==> src/rtl/muldiv_unit_pkg.sv <==
// Shared RV32M encodings for the multi-cycle multiply/divide unit.
// SELECT = {func3, func7[0], func7[5]}; every M-extension op carries 2'b10 in the low bits.
package muldiv_unit_pkg;

  localparam logic [2:0] F3_MUL    = 3'b000;
  localparam logic [2:0] F3_MULH   = 3'b001;
  localparam logic [2:0] F3_MULHSU = 3'b010;
  localparam logic [2:0] F3_MULHU  = 3'b011;
  localparam logic [2:0] F3_DIV    = 3'b100;
  localparam logic [2:0] F3_DIVU   = 3'b101;
  localparam logic [2:0] F3_REM    = 3'b110;
  localparam logic [2:0] F3_REMU   = 3'b111;

  localparam logic [1:0] SEL_M_EXT = 2'b10;

  localparam logic [4:0] SEL_MUL    = {F3_MUL,    SEL_M_EXT};
  localparam logic [4:0] SEL_MULH   = {F3_MULH,   SEL_M_EXT};
  localparam logic [4:0] SEL_MULHSU = {F3_MULHSU, SEL_M_EXT};
  localparam logic [4:0] SEL_MULHU  = {F3_MULHU,  SEL_M_EXT};
  localparam logic [4:0] SEL_DIV    = {F3_DIV,    SEL_M_EXT};
  localparam logic [4:0] SEL_DIVU   = {F3_DIVU,   SEL_M_EXT};
  localparam logic [4:0] SEL_REM    = {F3_REM,    SEL_M_EXT};
  localparam logic [4:0] SEL_REMU   = {F3_REMU,   SEL_M_EXT};

  typedef enum logic {
    STEP_MUL = 1'b0,
    STEP_DIV = 1'b1
  } step_mode_e;

  function automatic logic sel_valid(input logic [4:0] sel);
    return sel[1:0] == SEL_M_EXT;
  endfunction

  // rs1 is treated as signed for MULH, MULHSU, DIV and REM.
  function automatic logic op_signed1(input logic [2:0] f3);
    return (f3 == F3_MULH) || (f3 == F3_MULHSU) || (f3 == F3_DIV) || (f3 == F3_REM);
  endfunction

  function automatic logic op_signed2(input logic [2:0] f3);
    return (f3 == F3_MULH) || (f3 == F3_DIV) || (f3 == F3_REM);
  endfunction

endpackage

==> src/rtl/muldiv_step.sv <==
// One unsigned iteration: shift-add multiply step or restoring divide step.
// acc/low form a 64-bit working register: {product_hi, product_lo} or {remainder, dividend/quotient}.
module muldiv_step
  import muldiv_unit_pkg::*;
(
  input  step_mode_e  mode,
  input  logic [31:0] acc,
  input  logic [31:0] low,
  input  logic [31:0] operand,
  output logic [31:0] acc_next,
  output logic [31:0] low_next
);

  logic [32:0] sum;
  logic [32:0] rem_sh;
  logic [32:0] diff;

  always_comb begin
    sum      = '0;
    rem_sh   = '0;
    diff     = '0;
    acc_next = acc;
    low_next = low;
    if (mode == STEP_MUL) begin
      // Add the multiplicand when the current multiplier bit is set, then shift right.
      sum      = {1'b0, acc} + (low[0] ? {1'b0, operand} : 33'd0);
      acc_next = sum[32:1];
      low_next = {sum[0], low[31:1]};
    end else begin
      // Bring in the next dividend bit; keep the difference only if it did not borrow.
      rem_sh = {acc, low[31]};
      diff   = rem_sh - {1'b0, operand};
      if (!diff[32]) begin
        acc_next = diff[31:0];
        low_next = {low[30:0], 1'b1};
      end else begin
        acc_next = rem_sh[31:0];
        low_next = {low[30:0], 1'b0};
      end
    end
  end

endmodule

==> src/rtl/muldiv_unit.sv <==
// Multi-cycle RV32M unit: 32 unsigned iterations plus one sign/special-case fix-up cycle.
// Handshake: START is taken only in IDLE or DONE with a valid code; BUSY covers CALC+FIX; DONE pulses with RESULT.
module muldiv_unit
  import muldiv_unit_pkg::*;
(
  input  logic        CLK,
  input  logic        RESET,
  input  logic        START,
  input  logic [4:0]  SELECT,
  input  logic [31:0] DATA1,
  input  logic [31:0] DATA2,
  output logic        BUSY,
  output logic        DONE,
  output logic [31:0] RESULT,
  output logic [1:0]  dbg_state
);

  typedef enum logic [1:0] {
    S_IDLE = 2'd0,
    S_CALC = 2'd1,
    S_FIX  = 2'd2,
    S_DONE = 2'd3
  } state_e;

  state_e      state_q, state_d;
  logic [4:0]  count_q;
  logic [2:0]  func3_q;
  logic [31:0] a_q, b_q, op_q, acc_q, low_q;
  logic        neg1_q, neg2_q;

  logic        accept;
  logic        neg1_in, neg2_in;
  logic [31:0] mag1_in, mag2_in;
  logic [31:0] acc_n, low_n;
  logic [31:0] fix_result;
  step_mode_e  mode;

  assign accept = START && sel_valid(SELECT) && (state_q == S_IDLE || state_q == S_DONE);

  assign neg1_in = op_signed1(SELECT[4:2]) && DATA1[31];
  assign neg2_in = op_signed2(SELECT[4:2]) && DATA2[31];
  assign mag1_in = neg1_in ? (~DATA1 + 32'd1) : DATA1;
  assign mag2_in = neg2_in ? (~DATA2 + 32'd1) : DATA2;

  assign mode = func3_q[2] ? STEP_DIV : STEP_MUL;

  muldiv_step u_step (
    .mode     (mode),
    .acc      (acc_q),
    .low      (low_q),
    .operand  (op_q),
    .acc_next (acc_n),
    .low_next (low_n)
  );

  always_comb begin
    state_d = state_q;
    unique case (state_q)
      S_IDLE:  if (accept) state_d = S_CALC;
      S_CALC:  if (count_q == 5'd31) state_d = S_FIX;
      S_FIX:   state_d = S_DONE;
      S_DONE:  state_d = accept ? S_CALC : S_IDLE;
      default: state_d = S_IDLE;
    endcase
  end

  always_ff @(posedge CLK) begin
    if (RESET) state_q <= S_IDLE;
    else       state_q <= state_d;
  end

  assign BUSY      = (state_q == S_CALC) || (state_q == S_FIX);
  assign DONE      = (state_q == S_DONE);
  assign dbg_state = state_q;

  // Sign fix-up and special cases, applied to the unsigned iteration result.
  logic [63:0] prod, prod_s;
  logic [31:0] quo_s, rem_s;
  logic        div_zero, div_ovf;

  always_comb begin
    prod       = {acc_q, low_q};
    prod_s     = (neg1_q ^ neg2_q) ? (~prod + 64'd1) : prod;
    quo_s      = (neg1_q ^ neg2_q) ? (~low_q + 32'd1) : low_q;
    rem_s      = neg1_q ? (~acc_q + 32'd1) : acc_q;
    div_zero   = (b_q == 32'd0);
    div_ovf    = !func3_q[0] && (a_q == 32'h8000_0000) && (b_q == 32'hFFFF_FFFF);
    fix_result = '0;
    unique case (func3_q)
      F3_MUL:    fix_result = prod_s[31:0];
      F3_MULH,
      F3_MULHSU,
      F3_MULHU:  fix_result = prod_s[63:32];
      F3_DIV:    fix_result = div_zero ? 32'hFFFF_FFFF : (div_ovf ? 32'h8000_0000 : quo_s);
      F3_DIVU:   fix_result = div_zero ? 32'hFFFF_FFFF : low_q;
      F3_REM:    fix_result = div_zero ? a_q : (div_ovf ? 32'd0 : rem_s);
      F3_REMU:   fix_result = div_zero ? a_q : acc_q;
      default:   fix_result = '0;
    endcase
  end

  always_ff @(posedge CLK) begin
    if (RESET) begin
      count_q <= '0;
      func3_q <= '0;
      a_q     <= '0;
      b_q     <= '0;
      op_q    <= '0;
      acc_q   <= '0;
      low_q   <= '0;
      neg1_q  <= 1'b0;
      neg2_q  <= 1'b0;
      RESULT  <= '0;
    end else begin
      if (accept) begin
        count_q <= '0;
        func3_q <= SELECT[4:2];
        a_q     <= DATA1;
        b_q     <= DATA2;
        neg1_q  <= neg1_in;
        neg2_q  <= neg2_in;
        acc_q   <= '0;
        // Divide iterates on the dividend; multiply shifts the multiplier out of the low half.
        if (SELECT[4]) begin
          low_q <= mag1_in;
          op_q  <= mag2_in;
        end else begin
          low_q <= mag2_in;
          op_q  <= mag1_in;
        end
      end else if (state_q == S_CALC) begin
        acc_q   <= acc_n;
        low_q   <= low_n;
        count_q <= count_q + 5'd1;
      end
      if (state_q == S_FIX) RESULT <= fix_result;
    end
  end

endmodule

==> config.mk <==
export PLATFORM = sky130hd
export DESIGN_NAME = muldiv_unit
export DESIGN_NICKNAME = d
export VERILOG_FILES = /design/src/rtl/muldiv_unit_pkg.sv /design/src/rtl/muldiv_step.sv /design/src/rtl/muldiv_unit.sv
export SDC_FILE = /design/constraint.sdc
export NUM_CORES = 1
export LEC_CHECK = 0
export CAP_MARGIN = 25
export CORE_MARGIN = 2
export CORE_UTILIZATION = 41
export DETAILED_ROUTE_END_ITERATION = 10
export GPL_ROUTABILITY_DRIVEN = 1
export GPL_TIMING_DRIVEN = 0
export HOLD_SLACK_MARGIN = 0.05
export SYNTH_ARGS = -nofsm -noshare
export SYNTH_HDL_FRONTEND = slang
export SYNTH_SLANG_ARGS = --single-unit
export TNS_END_PERCENT = 50
==> constraint.sdc <==
create_clock -name CLK -period 4.5 [get_ports CLK]
set_input_delay 0.675 -clock CLK [delete_from_list [all_inputs] [get_ports CLK]]
set_output_delay 0.675 -clock CLK [all_outputs]
set_load 0.01 [all_outputs]
==> impl_metrics.env <==
export IMPL_status="finished clean"
export IMPL_yosysMostFrequentCell="nand2_1"
export IMPL_rsz0062_at_grt="false"
export IMPL_final_max_slew_viol_count=0
export IMPL_ir_drop_v=0.000397
export IMPL_cts_buffer_depth=3
export IMPL_coreArea_um2=43100
export IMPL_ys_types=79
export IMPL_p_sw_mw=6.31
export IMPL_hold_violations=0
export IMPL_placed_area_um2=19700
export IMPL_numPortBuffers=106
export IMPL_ios=108
export IMPL_clockRootBuffer="clkbuf_16"
export IMPL_period_needed_ps=4450
export IMPL_power_frac_seq=0.202
export IMPL_cts_buffers=26
export IMPL_synth_warnings=0
export IMPL_crit_buf_inv=2
export IMPL_fp_dieArea_um2=45400
export IMPL_slowest_delay_ps=750
export IMPL_insertion_delay_ps=600
export IMPL_drc_errors=0
export IMPL_clkPwrFrac=0.186
export IMPL_yosys_area_top_type_share=0.228
export IMPL_netlist_area_um2=17900
export IMPL_area_delta_synth_final_pct=15.2
export IMPL_synth_seq_cells=204
export IMPL_post_route_util=0.479
export IMPL_p_leak_nw=7.31
export IMPL_synthArstFlopShare=0
export IMPL_finalSetupViolCount=0
export IMPL_crit_path_max_fanout=10
export IMPL_ys_top_cells_by_area="dfxtp_1 23%, a21oi_1 8.4%, nand2_1 7.2%, xnor2_1 5.4%, ha_1 5.2%"
export IMPL_crit_family="simple AND/OR/NAND/NOR gates"
export IMPL_layout_drive_gt1_share=0.0411
export IMPL_vias=21500
export IMPL_holdBufCountCts=0
export IMPL_path_cells="nor4_1 > nand4_1 > nor2_2 > clkbuf_2 > clkbuf_1 > o211ai_1 > a221oi_1 > a2111oi_0"
export IMPL_grt_pass1_wl_um=138000
export IMPL_synth_nets=2691
export IMPL_crit_arrival_ps=4880
export IMPL_die_y_um=213
export IMPL_grt_pass1_vias=19900
export IMPL_antenna_found_initial=0
export IMPL_start_kind="register"
export IMPL_final_nets=2827
export IMPL_grt_ovfl_total=0
export IMPL_gp_congestion=1.05
export IMPL_hp_class="reg2reg"
export IMPL_min_delay_start="op_q[5]"
export IMPL_synth_commonest_cells="342 x nand2_1, 301 x a21oi_1, 235 x nor2_1"
export IMPL_grtUsageTotal=0.422
export IMPL_hpwl_um=77700
export IMPL_routedWlPerCell_um=29.8
export IMPL_dr_first_iter_drc_count=2998
export IMPL_p_per_area_nw_per_um2=575
export IMPL_routed_wl_um=97900
export IMPL_cts_max_level=1
export IMPL_crit_path_end_kind="register"
export IMPL_clkSinkCount=204
export IMPL_crit_type="reg2reg"
export IMPL_finalCritPeriodShare=0.988
export IMPL_tritoncts="yes"
export IMPL_final_cell_area_um2=20600
export IMPL_cp_data_required_time_ps=4930
export IMPL_grt_max_degree=15
export IMPL_p_comb_frac=0.612
export IMPL_synth_area_per_cell_um2=7.05
export IMPL_postCtsSetupBuffers=0
export IMPL_ant_nets=0
export IMPL_maxCapViolCount=0
export IMPL_fmax_mhz=225
export IMPL_start_util=0.416
export IMPL_ys_seq_area_frac=0.228
export IMPL_fp_dieW_um=213
export IMPL_p_int_mw=5.55
export IMPL_timing_rr_start="b_q[16]"
export IMPL_netlist_instances=2542
export IMPL_swShare=0.532
export IMPL_startpoint="b_q[16]"
export IMPL_firstDrtPassIters=6
export IMPL_viasPerCell=6.56
export IMPL_yosys_most_used_dff="dfxtp_1"
export IMPL_fin_worst_skew_ps=29.8
export IMPL_yosys_area_top_type="dfxtp_1"
export IMPL_relSlewSlack=0.247
export IMPL_synth_enable_flop_cells=0
export IMPL_tightest_slew_ps=1120
export IMPL_crit_slowest_cell="a221oi_1"
export IMPL_clk_pin_slew_worst_paths_ps=60
export IMPL_row_count=76
-- kinds of logic after synthesis --
group / synth area share
AND/OR/NAND/NOR: 0.225
AO/OA/AOI/OAI: 0.304
buffers and inverters: 0.0602
flip-flops: 0.228
XOR/XNOR: 0.0963
adder cells (fa/ha/maj): 0.0546
multiplexers: 0.0320
-- tightest hold or removal path, stage by stage (launching register included) --
cell and delay, ps:
dfxtp_1 310, nand2_1 50, a21oi_1 50
-- layout by cell type, fill, tap and decap left out, types with 11 or more instances in the layout --
| master | Yosys | final |
|---|---|---|
| xor2_1 | 87 | 87 |
| o41ai_1 | 12 | 12 |
| mux2i_1 | 55 | 55 |
| o211ai_1 | 49 | 49 |
| nand4_1 | 26 | 26 |
| or4_1 | 12 | 12 |
| a221oi_1 | 26 | 26 |
| or3_1 | 21 | 21 |
| o21ai_0 | 167 | 167 |
| ha_1 | 75 | 75 |
| and2_1 | 14 | 14 |
| o22ai_1 | 14 | 14 |
| inv_1 | 76 | 76 |
| nand2b_1 | 15 | 15 |
| dfxtp_1 | 204 | 203 |
| nor4_1 | 33 | 33 |
| clkdlybuf4s50_1 | 0 | 106 |
| a31oi_1 | 33 | 33 |
| a21o_1 | 30 | 30 |
| a21oi_1 | 301 | 300 |
| a211oi_1 | 33 | 32 |
| clkbuf_16 | 0 | 26 |
| nand2_1 | 342 | 342 |
| and3_1 | 17 | 17 |
| nor3_1 | 54 | 53 |
| o221ai_1 | 22 | 22 |
| o31ai_1 | 33 | 32 |
| buf_2 | 10 | 12 |
| clkbuf_1 | 179 | 175 |
| nor2_1 | 235 | 234 |
| buf_1 | 18 | 19 |
| nand3_1 | 43 | 43 |
| xnor2_1 | 110 | 110 |
| o21a_1 | 11 | 11 |
-- state kept, by name (all words and copies together), names as in the netlist --
name / count
neg1_q: 1
b_q: 32
neg2_q: 1
acc_q: 32
low_q: 32
RESULT: 32
op_q: 32
count_q: 5
dbg_state: 2
func3_q: 3
a_q: 32
-- power by group through the flow --
stage	sequential [mW]	clock, mW	combinational [mW]
2_1_floorplan	2.28	0	4.51
3_3_place_gp	2.41	0	6.86
3_5_place_dp	2.41	0	6.85
4_1_cts	2.37	2.18	6.90
5_1_grt	2.41	2.26	7.60
6_report	2.40	2.20	7.26
-- area by class of cell --
cell class / instances / area, um2
antenna: 1 / 2.50
buffer: 206 / 792
clock buffer: 35 / 744
clock inverter: 13 / 133
fill: 4495 / 22400
inverter: 77 / 289
multi-input combinational: 2054 / 12800
sequential: 204 / 4090
tap: 585 / 732
timing repair buffer: 109 / 1080
-- layer usage --
metal / part of all wire / track usage / up-vias
li1: - / - / 9495
met1: 0.40 / 0.558 / 10300
met2: 0.41 / 0.618 / 1480
met3: 0.12 / 0.108 / 310
met4: 0.068 / 0.243 / 2
met5: 0.0010 / 0.0178 / -
-- stage by stage --
stage	setup slack (ps)	setup TNS [ps]	instances	hold slack (ps)	total power, mW
after floorplan	1260	0	2542	432	6.79
after global placement	-237	-843	3233	442	9.27
after detailed placement	-64.5	-101	3236	446	9.26
after CTS	162	0	3284	456	11.5
after global routing	15.8	0	3283	472	12.3
final	54.6	0	3284	453	11.9
-- path summary, 6_finish.rpt --
path                            cells past startpoint  slack, ps         end
worst max register to register                      8         50  RESULT[15]
worst min-delay path                                2        450     op_q[5]
worst min register to register                      2        450     op_q[5]
worst max-delay path                                8         50  RESULT[15]
-- timing repair --
item                                    4_1_cts  5_1_grt
endpoints found under the hold margin         0        0
gates resized for setup                       4       10
endpoints found under the setup margin       10       31
Power figures use the tool's default switching activity.
